===== src/rtl/al4s3b_wb_arbiter_pkg.sv =====
// Shared definitions for the two-master Wishbone register-bank arbiter:
// FSM state encoding and master index constants.
package al4s3b_wb_arbiter_pkg;

   typedef enum logic [1:0] {
      ST_IDLE = 2'd0,
      ST_BUSY = 2'd1,
      ST_TOUT = 2'd2
   } arb_state_e;

   localparam logic M0 = 1'b0;
   localparam logic M1 = 1'b1;

   function automatic logic [1:0] owner_onehot(input logic owner);
      return (owner == M1) ? 2'b10 : 2'b01;
   endfunction

endpackage


===== src/rtl/al4s3b_wb_arbiter.sv =====
// Round-robin arbiter letting the AHB bridge (M0) and the sequencer (M1) share one
// register-bank slave, with a per-access ack watchdog and sticky per-master timeout flags.
module al4s3b_wb_arbiter
   import al4s3b_wb_arbiter_pkg::*;
#(
   parameter int                    ADDRWIDTH     = 7,
   parameter int                    DATAWIDTH     = 32,
   parameter int                    TOUT_WIDTH    = 3,
   parameter int                    TOUT_CYCLES   = 7,
   parameter logic [DATAWIDTH-1:0]  TOUT_RD_VALUE = 32'hBADFABAC
)
(
   input  logic                 WBs_CLK_i,
   input  logic                 WBs_RST_n_i,

   input  logic [ADDRWIDTH-1:0] M0_ADR_i,
   input  logic                 M0_CYC_i,
   input  logic                 M0_STB_i,
   input  logic                 M0_WE_i,
   input  logic [3:0]           M0_BYTE_STB_i,
   input  logic [DATAWIDTH-1:0] M0_DAT_i,
   output logic [DATAWIDTH-1:0] M0_DAT_o,
   output logic                 M0_ACK_o,

   input  logic [ADDRWIDTH-1:0] M1_ADR_i,
   input  logic                 M1_CYC_i,
   input  logic                 M1_STB_i,
   input  logic                 M1_WE_i,
   input  logic [3:0]           M1_BYTE_STB_i,
   input  logic [DATAWIDTH-1:0] M1_DAT_i,
   output logic [DATAWIDTH-1:0] M1_DAT_o,
   output logic                 M1_ACK_o,

   output logic [ADDRWIDTH-1:0] S_ADR_o,
   output logic                 S_CYC_o,
   output logic                 S_STB_o,
   output logic                 S_WE_o,
   output logic [3:0]           S_BYTE_STB_o,
   output logic [DATAWIDTH-1:0] S_DAT_o,
   input  logic [DATAWIDTH-1:0] S_DAT_i,
   input  logic                 S_ACK_i,

   output logic [1:0]           GRANT_o,
   output logic [1:0]           ERR_STS_o,
   input  logic [1:0]           ERR_CLR_i
);

   localparam logic [TOUT_WIDTH-1:0] TOUT_LAST = TOUT_WIDTH'(TOUT_CYCLES - 1);

   // Master inputs gathered into arrays so the owner can be selected by index.
   logic [ADDRWIDTH-1:0] m_adr      [2];
   logic                 m_cyc      [2];
   logic                 m_stb      [2];
   logic                 m_we       [2];
   logic [3:0]           m_byte_stb [2];
   logic [DATAWIDTH-1:0] m_dat      [2];

   assign m_adr[M0]      = M0_ADR_i;       assign m_adr[M1]      = M1_ADR_i;
   assign m_cyc[M0]      = M0_CYC_i;       assign m_cyc[M1]      = M1_CYC_i;
   assign m_stb[M0]      = M0_STB_i;       assign m_stb[M1]      = M1_STB_i;
   assign m_we[M0]       = M0_WE_i;        assign m_we[M1]       = M1_WE_i;
   assign m_byte_stb[M0] = M0_BYTE_STB_i;  assign m_byte_stb[M1] = M1_BYTE_STB_i;
   assign m_dat[M0]      = M0_DAT_i;       assign m_dat[M1]      = M1_DAT_i;

   arb_state_e            state, state_nxt;
   logic                  owner, owner_nxt;
   logic                  last_owner, last_owner_nxt;
   logic [TOUT_WIDTH-1:0] counter, counter_nxt;
   logic [1:0]            err_sts, err_sts_nxt;
   logic [1:0]            err_set;

   logic                  own_cyc, own_stb;
   assign own_cyc = m_cyc[owner];
   assign own_stb = m_stb[owner];

   // State register. last_owner resets to M1 so M0 wins the first tie.
   always_ff @(posedge WBs_CLK_i or negedge WBs_RST_n_i) begin
      if (!WBs_RST_n_i) begin
         state      <= ST_IDLE;
         owner      <= M0;
         last_owner <= M1;
         counter    <= '0;
         err_sts    <= '0;
      end else begin
         // NOTE: non-blocking assignments so every register samples pre-edge values.
         state      <= state_nxt;
         owner      <= owner_nxt;
         last_owner <= last_owner_nxt;
         counter    <= counter_nxt;
         err_sts    <= err_sts_nxt;
      end
   end

   // Next-state logic: arbitration, cycle tracking and the ack watchdog.
   always_comb begin
      // NOTE: defaults first so no branch leaves a combinational output unassigned (latch).
      state_nxt      = state;
      owner_nxt      = owner;
      last_owner_nxt = last_owner;
      counter_nxt    = counter;
      err_set        = '0;

      unique case (state)
         ST_IDLE: begin
            if (M0_CYC_i || M1_CYC_i) begin
               state_nxt   = ST_BUSY;
               counter_nxt = '0;
               if (M0_CYC_i && M1_CYC_i) owner_nxt = ~last_owner;
               else                      owner_nxt = M1_CYC_i ? M1 : M0;
            end
         end
         ST_BUSY: begin
            if (!own_cyc) begin
               state_nxt      = ST_IDLE;
               last_owner_nxt = owner;
               counter_nxt    = '0;
            end else if (S_ACK_i || !own_stb) begin
               counter_nxt = '0;
            end else if (counter == TOUT_LAST) begin
               state_nxt   = ST_TOUT;
               counter_nxt = '0;
            end else begin
               counter_nxt = counter + 1'b1;
            end
         end
         ST_TOUT: begin
            state_nxt      = ST_BUSY;
            counter_nxt    = '0;
            err_set[owner] = 1'b1;
         end
         default: state_nxt = ST_IDLE;
      endcase

      // A timeout flagged in the same cycle as a clear takes precedence.
      err_sts_nxt = err_set | (err_sts & ~ERR_CLR_i);
   end

   // Output logic: route the owner onto the slave port and the slave back to the owner.
   logic                 own_ack;
   logic [DATAWIDTH-1:0] own_rdat;

   always_comb begin
      S_ADR_o      = '0;
      S_CYC_o      = 1'b0;
      S_STB_o      = 1'b0;
      S_WE_o       = 1'b0;
      S_BYTE_STB_o = '0;
      S_DAT_o      = '0;
      GRANT_o      = '0;
      own_ack      = 1'b0;
      own_rdat     = '0;
      M0_ACK_o     = 1'b0;
      M0_DAT_o     = '0;
      M1_ACK_o     = 1'b0;
      M1_DAT_o     = '0;

      if (state == ST_BUSY || state == ST_TOUT) begin
         GRANT_o      = owner_onehot(owner);
         S_ADR_o      = m_adr[owner];
         S_WE_o       = m_we[owner];
         S_BYTE_STB_o = m_byte_stb[owner];
         S_DAT_o      = m_dat[owner];
         if (state == ST_BUSY) begin
            S_CYC_o  = own_cyc;
            S_STB_o  = own_stb;
            own_ack  = S_ACK_i;
            own_rdat = S_DAT_i;
         end else begin
            // Forced completion: a late slave ack in this cycle is dropped.
            own_ack  = 1'b1;
            own_rdat = TOUT_RD_VALUE;
         end
      end

      if (owner == M0) begin
         M0_ACK_o = own_ack;
         M0_DAT_o = own_rdat;
      end else begin
         M1_ACK_o = own_ack;
         M1_DAT_o = own_rdat;
      end
   end

   assign ERR_STS_o = err_sts;

endmodule

===== config.mk =====
export PLATFORM = sky130hd
export DESIGN_NAME = al4s3b_wb_arbiter
export DESIGN_NICKNAME = d
export VERILOG_FILES = /design/src/rtl/al4s3b_wb_arbiter_pkg.sv /design/src/rtl/al4s3b_wb_arbiter.sv
export SDC_FILE = /design/constraint.sdc
export NUM_CORES = 1
export LEC_CHECK = 0
export ABC_AREA = 0
export BUFFER_PORTS_ARGS = -buffer_cell sky130_fd_sc_hd__buf_4
export CORE_AREA = 4 4 93 95
export DETAILED_ROUTE_END_ITERATION = 12
export DIE_AREA = 0 0 97 99
export HOLD_SLACK_MARGIN = 0.12
export PLACE_DENSITY_LB_ADDON = 0.15
export SLEW_MARGIN = 20
export SYNTH_ARGS = -nofsm -noshare
export SYNTH_HDL_FRONTEND = slang
export SYNTH_SLANG_ARGS = --single-unit

===== constraint.sdc =====
create_clock -name WBs_CLK_i -period 3.9 [get_ports WBs_CLK_i]
set_input_delay 0.195 -clock WBs_CLK_i [delete_from_list [all_inputs] [get_ports WBs_CLK_i]]
set_output_delay 0.195 -clock WBs_CLK_i [all_outputs]
set_load 0.05 [all_outputs]

* Yosys cells after proc, flatten, opt, wreduce, memory -nomap -nowiden *
Index checks and enable logic that the tools add are counted.

word-level totals
  memories = 0
  memory bits (read-only) = 0
  memory bits (writable) = 0
  latch bits = 0
  logic and storage cells = 84
  register bits = 9

operators by class
  $mul = 0
  reductions and logical operators = 12
  shifts and indexed selects = 0
  equal/unequal tests = 6
  divide/modulo/power cells = 0
  bitwise gates (word level) = 6
  multiplexer cells = 51
  $lt $le $gt $ge = 3
  add/sub/neg operators = 1

operators by type and width
  operator                                                                      number
  32-bit two-way mux                                                            8
  7-bit two-way mux                                                             4
  1-bit two-way mux                                                             21
  4-bit two-way mux                                                             4
  2-bit two-way mux                                                             7
  3-bit two-way mux                                                             4
  3-bit case mux with 3 select lines                                            1
  3-bit inequality test, second input constant                                  2
  2-bit case mux with 3 select lines                                            1
  2-bit AND reduction                                                           3
  3-bit by 1-bit adder with 3-bit output, second input constant                 1
  3-bit equality test, second input constant                                    1
  1-bit logical OR                                                              3
  3-bit AND reduction                                                           1
  3-bit nonzero test                                                            1
  2-bit bitwise AND                                                             1
  2-bit by 1-bit equality test with 1-bit output, second input constant         1
  2-bit equality test, second input constant                                    1
  2-bit greater-or-equal comparator, second input constant                      1
  1-bit logical AND                                                             2
  2-bit logical NOT                                                             1
  1-bit by 2-bit less-than comparator with 1-bit output, second input constant  1
  2-bit inequality test, second input constant                                  1
  1-bit NOT                                                                     2
  other kinds (6)                                                               6

* Depth between registers and ports, before layout *
Gate-level depths: netlist of the first run.

  word-level depth = 9
  depth in mapped cells = 7
  mapped depth without buffers = 6

* Worst setup path after synthesis of the first run *
OpenSTA, ideal clock, no wires.

  path kind = register to output
  start point = register state[1]
  end point = output M1_DAT_o[22]
  stages on the path, launching flop included = 7
  arrival time = 1964 ps
  buffers on the path = 2
  setup slack = 1741 ps
  data required time = 3705 ps
  path through = dfrtp_1 inv_1 ha_1 clkbuf_1 buf_2 a21oi_1 nor2b_1

on the way
  longest elaborated chain between the ends = 4
  elaborated cells on any way between the ends = 6

ends and longest elaborated chain
  what                                                                                   line                                                source
  from (decl)                                                                            al4s3b_wb_arbiter.sv:65                             arb_state_e state, state_nxt;
  from (signal assigned)                                                                 al4s3b_wb_arbiter.sv:86                             state <= state_nxt;
  2-bit by 1-bit equality test with 1-bit output or 2-bit equality test (tied branches)  al4s3b_wb_arbiter.sv:157, al4s3b_wb_arbiter.sv:163
  32-bit two-way mux or 1-bit logical OR (tied branches)                                 al4s3b_wb_arbiter.sv:163, al4s3b_wb_arbiter.sv:157
  32-bit two-way mux *                                                                   al4s3b_wb_arbiter.sv:157                            if (state == ST_BUSY || state == ST_TOUT) begin
  32-bit two-way mux *                                                                   al4s3b_wb_arbiter.sv:175                            if (owner == M0) begin
  to (decl)                                                                              al4s3b_wb_arbiter.sv:31                             output logic [DATAWIDTH-1:0] M1_DAT_o,

Mark *: on every way between the ends. The rest lies on a longest branch, timed or not.

* Worst setup path in the final report of the first run *
  start point = register state[1]
  end point = output M0_DAT_o[10]

on the way
  longest elaborated chain between the ends = 4
  elaborated cells on any way between the ends = 6

ends and longest elaborated chain
  what                                                                                   line                                                source
  2-bit by 1-bit equality test with 1-bit output or 2-bit equality test (tied branches)  al4s3b_wb_arbiter.sv:157, al4s3b_wb_arbiter.sv:163
  32-bit two-way mux or 1-bit logical OR (tied branches)                                 al4s3b_wb_arbiter.sv:163, al4s3b_wb_arbiter.sv:157
  32-bit two-way mux *                                                                   al4s3b_wb_arbiter.sv:157
  32-bit two-way mux *                                                                   al4s3b_wb_arbiter.sv:175
  to (decl)                                                                              al4s3b_wb_arbiter.sv:22                             output logic [DATAWIDTH-1:0] M0_DAT_o,

Marks and branches as above.

==> flow_metrics.tcl, run 1 <==
set metrics [dict create \
    outcome "finished, final reports clean" \
    setup_tns_ns 0 \
    post-route-worst-setup-slack_ns 1.38 \
    first_iter_violations 40 \
    clock_insertion_delay_worst_skew_ns 0.23 \
    dr_total_vias 2656 \
    dpl.cell_count 586 \
    cts.hold.buffers_added 1 \
    place_hpwl_um 7120 \
    worst_r2r_path_depth 4 \
    synth-seq-cells 9 \
    endpoint_class_of_the_critical_path "primary output" \
    clock_sink_count 9 \
    num-nets-final 623 \
    gp_congestion 0.829 \
    worstReg2RegEnd "state[1]" \
    path_clk_slew_ns 0.04 \
    relSlewSlack_pct 45.9 \
    coreArea_um2 7730 \
    layout-drive-gt1-share_pct 52.8 \
    most_area_consuming_cells_after_synthesis "mux2i_1, nor2b_1, dfrtp_1" \
    cts-htree-levels 1 \
    post_drt_via_cell_ratio 4.49 \
    skew_ns 0.00195 \
    ys_dominant_reg_cell "dfrtp_1" \
    final_antenna_net_count 0 \
    tritoncts "done" \
    power.ir.vdd_worst_mv 0.427 \
    clock_tree.buffer_depth 2 \
    synth_cell_count_leaders "nor2b_1, mux2i_1, nor2_1, a21oi_1, clkbuf_1" \
    wl_per_cell_um 14.3 \
    placement.io_buffers 244 \
    maxCapViolCount 0 \
    postSynthNetCount 393 \
    final_instance_count_excl_fillers 591 \
    critical_path.startpoint "state[1]" \
    dieWidth_um 97 \
    timing_max_transition_violations_final 0 \
    yosysWarningCount 0 \
    share_of_the_synthesized_area_in_the_top_cell_type_pct 24.0 \
    timing.critical_path.arrival_ns 2.33 \
    crit_fanout 33 \
    die_area_um2 9600 \
    grt_overflow_total 0 \
    rr_startpoint "owner" \
    drt-total-wl_um 8470 \
    yosys.cell_count.top_type "nor2b_1" \
    grt_start_max_net_pins 79 \
    power_density_nw_per_um2 890 \
    layout-area-overhead-vs-synth_pct 104 \
    worst_ep_required_time_ns 3.70 \
    grt_antenna_before_repair 0 \
    synth.largest_area_cell "mux2i_1" \
    worst_setup_path_endpoint "M0_DAT_o[10]" \
    chipHeight_um 99 \
    tightestPinTransition_ns 0.811 \
    synth-edff-count 0 \
    grt_first_pass_wirelength_um 12600 \
    cts-buffers-inserted 3 \
    total_leakage_power_nw 2.12 \
    drc 0 \
    syn_inst 260 \
    clock-root-buffer "clkbuf_8" \
    cts_post_setup_buffers_inserted 0 \
    cts_resized 0 \
    post_route_minimum_period_ns 2.52 \
    rows 32 \
    pre_cts_slack_ns 1.58 \
    grt_pass1_vias 2606 \
    cp-start-kind "flop" \
    detailedRoute.firstPassIterationCount 6 \
    avgSynthCellArea_um2 7.22 \
    min_period_over_period_pct 64.7 \
    synth.lib_cells_used.distinct 31 \
    timing_worst_setup_path_type "reg -> out" \
    finalHoldWorstSlack_ns 0.156 \
    rsz0062_at_grt "no" \
    max_fclk_ghz 0.396 \
    i_o_pins 245 \
    rrSetupSlack_ns 1.95 \
    globalRouteTotalUtil_pct 15.7 \
    final_hold_viol_count 0 \
    setup_viol_count_final 0 \
    post_layout_power_mw 3.40 \
    async_s_r_ff_share_synth_pct 100 \
    layout.filler_cells 771 \
    synth_area_um2 1880 \
    initial_core_util_pct 24.3 \
    insertedDiodeCount 0 \
    min_path_type "in -> reg" \
    synth_sequential_area_ratio_pct 12.1 \
]
-- how the worst min path moves through the flow --
| stage | from | endpoint | slack [ns] | cells past startpoint |
|---|---|---|---|---|
| after floorplan | WBs_RST_n_i | ERR_STS_o[0] | -0.10 | 0 |
| after global placement | WBs_RST_n_i | ERR_STS_o[1] | 0.03 | 1 |
| after detailed placement | WBs_RST_n_i | ERR_STS_o[1] | 0.03 | 1 |
| after CTS | ERR_CLR_i[0] | ERR_STS_o[0] | 0.15 | 2 |
| after global routing | ERR_CLR_i[0] | ERR_STS_o[0] | 0.16 | 2 |
| final | ERR_CLR_i[0] | ERR_STS_o[0] | 0.16 | 2 |
-- logic make-up after synthesis --
family	count (synthesis)	share of synthesized area [%]
compound gates	36	11.1
fa+ha+maj	4	2.67
buf+inv	30	6.60
flops	9	12.1
mux	47	25.6
simple gates	134	41.9
-- sequential cells by signal, indices dropped and copies added, names as in the netlist --
name and flops:
ERR_STS_o 2, owner 1, last_owner 1, state 2
counter 3
-- per-layer routing --
| layer | GRT usage [%] | wire [um] | vias to the layer above |
|---|---|---|---|
| met5 | 0 | 0 | - |
| met4 | 2.81 | 66 | 0 |
| met3 | 5.24 | 940 | 6 |
| met2 | 30.9 | 4480 | 152 |
| met1 | 16.3 | 2970 | 1171 |
| li1 | - | - | 1327 |
-- layout by cell type (no fill, tap or decap), drive strengths merged --
| cell | instances |
|---|---|
| nor4 | 1 |
| ha | 4 |
| a32o | 2 |
| a21oi | 24 |
| mux2i | 45 |
| nor2 | 27 |
| nand4b | 1 |
| dfstp | 1 |
| buf | 248 |
| o31ai | 1 |
| a22o | 1 |
| nand2b | 1 |
| o21bai | 1 |
| nand2 | 6 |
| a21o | 2 |
| nor3b | 1 |
| or3b | 1 |
| o22ai | 1 |
| nor2b | 68 |
| dfrtp | 8 |
| inv | 6 |
| and3 | 13 |
| dlygate4sd3 | 1 |
| clkbuf | 4 |
| and2 | 12 |
| mux2 | 2 |
| nor3 | 1 |
| o21ai | 4 |
| nor4b | 2 |
-- report_power, final --
group / switching (mW) / internal (mW)
registers: 0.136 / 0.117
clock network: 0.0346 / 0.0710
logic: 2.04 / 1.01
total: 2.21 / 1.19
-- metrics by stage --
step	util, %	instance area [um^2]
global route	49.5	3820
floorplan	-	1880
detailed placement	48.8	3770
global placement	48.8	3770
finish	49.5	3820
CTS	49.5	3820
-- critical path: stages (launching register included) --
cell and delay [ns]:
dfrtp_1 0.41, inv_1 0.09, ha_1 0.31, buf_4 0.37, nor2b_1 0.52, and2_1 0.21
buf_4 0.19
-- cell type report --
class                      instances  area [um^2]  area share, %
inverter                           6         22.5          0.589
clock buffer                       4         45.0           1.18
tap                              102          128           3.34
sequential                         9          230           6.02
multi-input combinational        221         1530           39.9
timing repair buffer             249         1870           49.0
(Power assumes the default switching activity.)
==> run 2, diff against run 1 <==
--- a/config.mk
+++ b/config.mk
@@ -7,9 +7,9 @@
 export LEC_CHECK = 0
 export ABC_AREA = 0
 export BUFFER_PORTS_ARGS = -buffer_cell sky130_fd_sc_hd__buf_4
-export CORE_AREA = 4 4 93 95
+export CORE_AREA = 4 4 92 94
 export DETAILED_ROUTE_END_ITERATION = 12
-export DIE_AREA = 0 0 97 99
+export DIE_AREA = 0 0 96 98
 export HOLD_SLACK_MARGIN = 0.12
 export PLACE_DENSITY_LB_ADDON = 0.15
 export SLEW_MARGIN = 20
==> constraint.sdc (replaced) <==
create_clock -name WBs_CLK_i -period 2.4 [get_ports WBs_CLK_i]
set_input_delay 0.12 -clock WBs_CLK_i [delete_from_list [all_inputs] [get_ports WBs_CLK_i]]
set_output_delay 0.12 -clock WBs_CLK_i [all_outputs]
set_load 0.05 [all_outputs]
==> run 2 against run 1 <==
  * Register-to-register slack worse by 1.3 ns
  * Clock skew up 0.0019 ns
  * Clock power is 69% higher
  * Via count up 0.11%
  * Count of clock-buffer cells in the layout unchanged
  * Design area up 1.0%
  * Die area shrank 2.0%
  * Setup slack worse by 1.0 ns
  * Combinational power grew 66%
  * Hold slack improved by 0.022 ns
  * Critical path type unchanged
  * Total power rose by 64%
==> flow_metrics.tcl, run 2 (synthesis gave the netlist of run 1 again) <==
set metrics [dict create \
    outcome "finished, final reports clean" \
    skew_ns 0.00385 \
    num-nets-final 626 \
    timing.critical_path.arrival_ns 1.91 \
    grt_start_max_net_pins 62 \
    post_drt_via_cell_ratio 4.48 \
    post_layout_power_mw 5.58 \
    chipHeight_um 98 \
    dr_total_vias 2659 \
    maxCapViolCount 0 \
    detailedRoute.firstPassIterationCount 4 \
    most_frequent_cells_in_the_layout "buf_4, nor2b_1, mux2i_1, nor2_1, a21oi_1" \
    first_iter_violations 33 \
    timing_max_transition_violations_final 0 \
    layout.cells.most_common "buf_4" \
    rsz0062_at_grt "no" \
    tightestPinTransition_ns 0.566 \
    cts-htree-levels 1 \
    comb_power_share_pct 90.5 \
    rows 32 \
    reg_power_share_pct 6.3 \
    grt_overflow_total 0 \
    cp-start-kind "flop" \
    drt-total-wl_um 8680 \
    setup_tns_ns 0 \
    clock_insertion_delay_worst_skew_ns 0.23 \
    layout.area.seq_um2 230 \
    layout.filler_cells 739 \
    setup_viol_count_final 0 \
    grt_antenna_before_repair 0 \
    post_route_minimum_period_ns 2.03 \
    clock_tree.buffer_depth 2 \
    grt_first_pass_wirelength_um 12300 \
    cts-buffers-inserted 3 \
    swShare_pct 64.6 \
    cts_post_setup_buffers_inserted 0 \
    min_period_over_period_pct 84.7 \
    layout-drive-gt1-share_pct 52.6 \
    wl_per_cell_um 14.6 \
    top_register "counter" \
    share_clk_of_total_power_pct 3.2 \
    worst_ep_required_time_ns 2.28 \
    power_report.internal_total_mw 1.97 \
    drc 0 \
    relSlewSlack_pct 62.3 \
    cp_cell_sequence "buf_12, mux2i_1, nor2b_1, buf_4" \
    final_antenna_net_count 0 \
    i_o_pins 245 \
    crit_fanout 61 \
    largest_reg_flops 3 \
    min_path_type "in -> reg" \
    max_fclk_ghz 0.492 \
    power_density_nw_per_um2 1440 \
    die_area_um2 9410 \
    total_leakage_power_nw 2.14 \
    cp_slowest_stage_delay_ns 0.78 \
    grt_pass1_vias 2583 \
    place_hpwl_um 7360 \
    placement.io_buffers 244 \
    switching_power_mw 3.61 \
    power.ir.vdd_worst_mv 0.665 \
    coreArea_um2 7650 \
    clock-root-buffer "clkbuf_8" \
    dieWidth_um 96 \
    path_clk_slew_ns 0.05 \
    endpoint_class_of_the_critical_path "primary output" \
    initial_core_util_pct 24.5 \
    tritoncts "done" \
    final_hold_viol_count 0 \
    insertedDiodeCount 0 \
    clock_sink_count 9 \
    globalRouteTotalUtil_pct 16.2 \
    layout-area-overhead-vs-synth_pct 106 \
    gp_congestion 0.786 \
    critical-path-slowest-cell "dfrtp_4" \
    multi_input_area_um2 1530 \
    timing_worst_setup_path_type "reg -> out" \
    finalHoldWorstSlack_ns 0.179 \
]
## run 2: cell types whose count changed in the layout (fill, tap and decap cells not counted), sizes merged
cell,delta
buf,+1
dlygate4sd3,+2
## run 2: critical path, delay by kind of cell, from the launching register on
kind                   cells  cell delay [ns]
DFF                        1             0.78
buffers and inverters      2             0.54
muxes                      1             0.24
and+or+nand+nor            1             0.07
## run 2: timing repair
| action | CTS | global route |
|---|---|---|
| gates resized for setup | 0 | 0 |
| hold buffers | 3 | 0 |
| hold endpoints to repair | 11 | 0 |
## run 2: routing by layer
layer	up-vias	global-route usage (%)	wire length [um]
met1	1166	16.1	2910
li1	1334	-	-
met3	10	4.55	1050
met5	-	0	0
met4	0	3.50	131
met2	149	32.1	4590
## run 2: path summary, 6_finish.rpt
path	slack, ns	startpoint	cells past startpoint	endpoint
max	0.37	owner	4	S_DAT_o[24]
min	0.18	M1_CYC_i	2	owner
max reg2reg	0.65	state[0]	6	counter[2]
min reg2reg	0.54	ERR_STS_o[0]	2	ERR_STS_o[0]
max in group asynchronous	1.93	WBs_RST_n_i	2	last_owner
min in group asynchronous	0.25	WBs_RST_n_i	2	owner
## run 2: metrics by stage
stage	instance area [um^2]	util [%]	std cells	setup WS [ns]
4_1_cts	3860	50.5	594	0.366
6_report	3860	50.5	594	0.368
3_5_place_dp	3790	49.5	587	0.621
2_1_floorplan	1880	-	260	0.316
3_3_place_gp	3790	49.5	587	0.645
5_1_grt	3860	50.5	594	0.240
## run 2: layout make-up
| class | instances | area share (%) |
|---|---|---|
| Timing Repair Buffer | 252 | 49.5 |
| Sequential cell | 9 | 5.96 |
| Clock buffer | 4 | 1.17 |
| Multi-Input combinational cell | 221 | 39.5 |
| Tap cell | 102 | 3.30 |
| Inverter | 6 | 0.583 |
## run 2: power by group through the flow
stage / registers, mW / clock network (mW) / logic (mW)
after floorplan: 0.208 / 0 / 3.77
after global placement: 0.348 / 0 / 5.07
after detailed placement: 0.351 / 0 / 5.09
after CTS: 0.348 / 0.187 / 5.11
after global routing: 0.366 / 0.193 / 5.30
final: 0.350 / 0.179 / 5.05
==> run 3, diff against run 2 <==
--- a/config.mk
+++ b/config.mk
@@ -5,7 +5,7 @@
 export SDC_FILE = /design/constraint.sdc
 export NUM_CORES = 1
 export LEC_CHECK = 0
-export ABC_AREA = 0
+export ABC_AREA = 1
 export BUFFER_PORTS_ARGS = -buffer_cell sky130_fd_sc_hd__buf_4
 export CORE_AREA = 4 4 92 94
 export DETAILED_ROUTE_END_ITERATION = 12
==> constraint.sdc (replaced) <==
create_clock -name WBs_CLK_i -period 1.9 [get_ports WBs_CLK_i]
set_input_delay 0.095 -clock WBs_CLK_i [delete_from_list [all_inputs] [get_ports WBs_CLK_i]]
set_output_delay 0.095 -clock WBs_CLK_i [all_outputs]
set_load 0.05 [all_outputs]
==> run 3 against run 2 <==
  * Global-route usage rose by 3.2 points
  * Count of clock-buffer cells in the layout unchanged
  * Flip-flop and latch count did not move
  * First-iteration DRC count rose to 2.9 times the previous value
  * Synthesized area fell by 19%
  * Cell count grew 1.7%
  * Clock skew increased by 0.0010 ns
  * Register-to-register slack lost 0.28 ns
  * Via count increased by 3.9%
  * Core utilization is 4.1 points higher
  * Critical endpoint is now S_DAT_o[6]
  * Highest routed layer unchanged
==> flow_metrics.tcl, run 3 <==
set metrics [dict create \
    rows 32 \
    tightestPinTransition_ns 0.409 \
    worstReg2RegEnd "counter[2]" \
    share_of_the_synthesized_area_in_the_top_cell_type_pct 25.5 \
    min_period_over_period_pct 99.9 \
    layout-area-overhead-vs-synth_pct 176 \
    cp_cell_sequence "inv_1, ha_4, inv_4, nor2_4, buf_4, buf_12, a22o_1, buf_6" \
    holdPathEnd "owner" \
    post_drt_via_cell_ratio 4.58 \
    grt_start_max_net_pins 46 \
    timing_worst_setup_path_type "reg -> out" \
    cp-start-kind "flop" \
    most_area_consuming_cells_after_synthesis "a22o_1, nor2_1, dfrtp_1" \
    max_fclk_ghz 0.527 \
    crit_fanout 12 \
    dpl.cell_count 582 \
    drc 0 \
    place_hpwl_um 8040 \
    yosys.cell_count.top_type "nor2_1" \
    first_iter_violations 95 \
    critical-path-slowest-cell "dfrtp_1" \
    layout.cells.most_common "buf_4" \
    worst_ep_required_time_ns 1.80 \
    rr_startpoint "state[1]" \
    layout-drive-gt1-share_pct 67.3 \
    die_area_um2 9410 \
    rrSetupSlack_ns 0.37 \
    synth-edff-count 0 \
    post_route_minimum_period_ns 1.90 \
    synth.lib_cells_used.distinct 22 \
    synth-seq-cells 9 \
    clock_insertion_delay_worst_skew_ns 0.23 \
    grt_first_pass_wirelength_um 14400 \
    relSlewSlack_pct 72.8 \
    maxCapViolCount 0 \
    yosysWarningCount 0 \
    gp_congestion 0.842 \
    largest_reg_flops 3 \
    endpoint_class_of_the_critical_path "primary output" \
    num-nets-final 636 \
    clock-root-buffer "clkbuf_8" \
    synth.largest_area_cell "a22o_1" \
    dieWidth_um 96 \
    most_frequent_cells_in_the_layout "buf_4, buf_6, a22o_1, nor2_2, inv_1" \
    timing_max_transition_violations_final 0 \
    grt_overflow_total 0 \
    ys_dominant_reg_cell "dfrtp_1" \
    dr_total_vias 2764 \
    synth_sequential_area_ratio_pct 15.0 \
    detailedRoute.firstPassIterationCount 4 \
    tritoncts "done" \
    placement.io_buffers 244 \
    clock_tree.buffer_depth 2 \
    synth_cell_count_leaders "nor2_1, a22o_1, inv_1, o21ai_0, nand2_1" \
    async_s_r_ff_share_synth_pct 100 \
    timing.critical_path.arrival_ns 1.80 \
    timing.hold.worst.start "M1_CYC_i" \
    grt_pass1_vias 2675 \
    clock_sink_count 9 \
    min_path_type "in -> reg" \
    avgSynthCellArea_um2 6.05 \
    globalRouteTotalUtil_pct 19.4 \
    worst_r2r_path_depth 7 \
    timing.hold.worst_path_depth 2 \
    coreArea_um2 7650 \
    top_register "counter" \
    final_antenna_net_count 0 \
    wl_per_cell_um 17.5 \
    postSynthNetCount 383 \
    final_instance_count_excl_fillers 604 \
    final_hold_viol_count 0 \
    skew_ns 0.00489 \
    outcome "finished, final reports clean" \
    cp_slowest_stage_delay_ns 0.35 \
    grt_antenna_before_repair 0 \
    cts-buffers-inserted 3 \
    fin_util_pct 54.7 \
    insertedDiodeCount 0 \
    setup_viol_count_final 0 \
    cts-htree-levels 1 \
    syn_inst 250 \
    initial_core_util_pct 19.8 \
    chipHeight_um 98 \
    i_o_pins 245 \
    synth_area_um2 1510 \
    rsz0062_at_grt "yes" \
    drt-total-wl_um 10600 \
    path_clk_slew_ns 0.04 \
]
run 3: logic make-up (layout without fill, tap and decap cells):
logic type	count (synthesis)	in the layout	share of synthesized area (%)
AOI/OAI and AO/OA	75	75	36.5
adders and majority gates	4	4	3.31
buffers and inverters	51	303	14.6
DFF	9	9	15.0
and+or+nand+nor	111	111	30.6
run 3: what timing repair did:
action	4_1_cts	5_1_grt
hold endpoints to repair	11	0
resized for setup	32	65
gates cloned	3	4
setup buffers	4	4
pin swaps	0	34
setup endpoints to repair	49	104
hold buffers	3	0
run 3: metrics by stage:
stage / setup TNS (ns) / hold WS [ns] / setup slack [ns] / instance area (um^2)
6_report: 0 / 0.138 / 0.00263 / 4180
5_1_grt: -1.50 / 0.178 / -0.0594 / 4180
4_1_cts: -0.0397 / 0.139 / -0.0221 / 3910
3_5_place_dp: 0 / -0.0741 / 0.139 / 3600
3_3_place_gp: 0 / -0.0738 / 0.184 / 3600
2_1_floorplan: -6.73 / -0.201 / -0.354 / 1630
run 3: area by class of cell:
type                            instances  area [um^2]
Fill cell                             735         3470
Timing Repair Buffer                  270         2400
Multi-Input combinational cell        190         1270
Sequential cell                         9          226
Tap cell                              102          128
Inverter                               29          116
Clock buffer                            4         45.0
run 3: per-layer routing:
| metal | track usage [%] | vias to the layer above | wire [um] | part of all wire [%] |
|---|---|---|---|---|
| li1 | - | 1366 | - | - |
| met1 | 20.7 | 1264 | 3680 | 35 |
| met2 | 37.2 | 120 | 5720 | 54 |
| met3 | 4.70 | 14 | 984 | 9.3 |
| met4 | 4.60 | 0 | 185 | 1.8 |
| met5 | 0 | - | 0 | 0 |
run 3: worst max-delay path: cells and delay by family (launching register included):
| family | cells | cell delay (ns) |
|---|---|---|
| AOI/OAI and AO/OA | 1 | 0.15 |
| adders and majority gates | 1 | 0.32 |
| buffers and inverters | 5 | 0.58 |
| DFF | 1 | 0.35 |
| and+or+nand+nor | 1 | 0.16 |
run 3: worst max path at each step:
stage	cells after the start	start	slack, ns	endpoint
5_1_grt	8	state[0]	-0.06	S_DAT_o[10]
3_3_place_gp	7	state[0]	0.18	S_DAT_o[15]
6_report	8	state[1]	0.003	S_DAT_o[6]
4_1_cts	7	state[0]	-0.02	M0_DAT_o[31]
3_5_place_dp	7	state[0]	0.14	S_DAT_o[6]
2_1_floorplan	6	state[1]	-0.35	M0_DAT_o[10]
Power of run 3 is not shown: default switching activity piles up to over one toggle a cycle in this logic, so the estimate is an artifact.
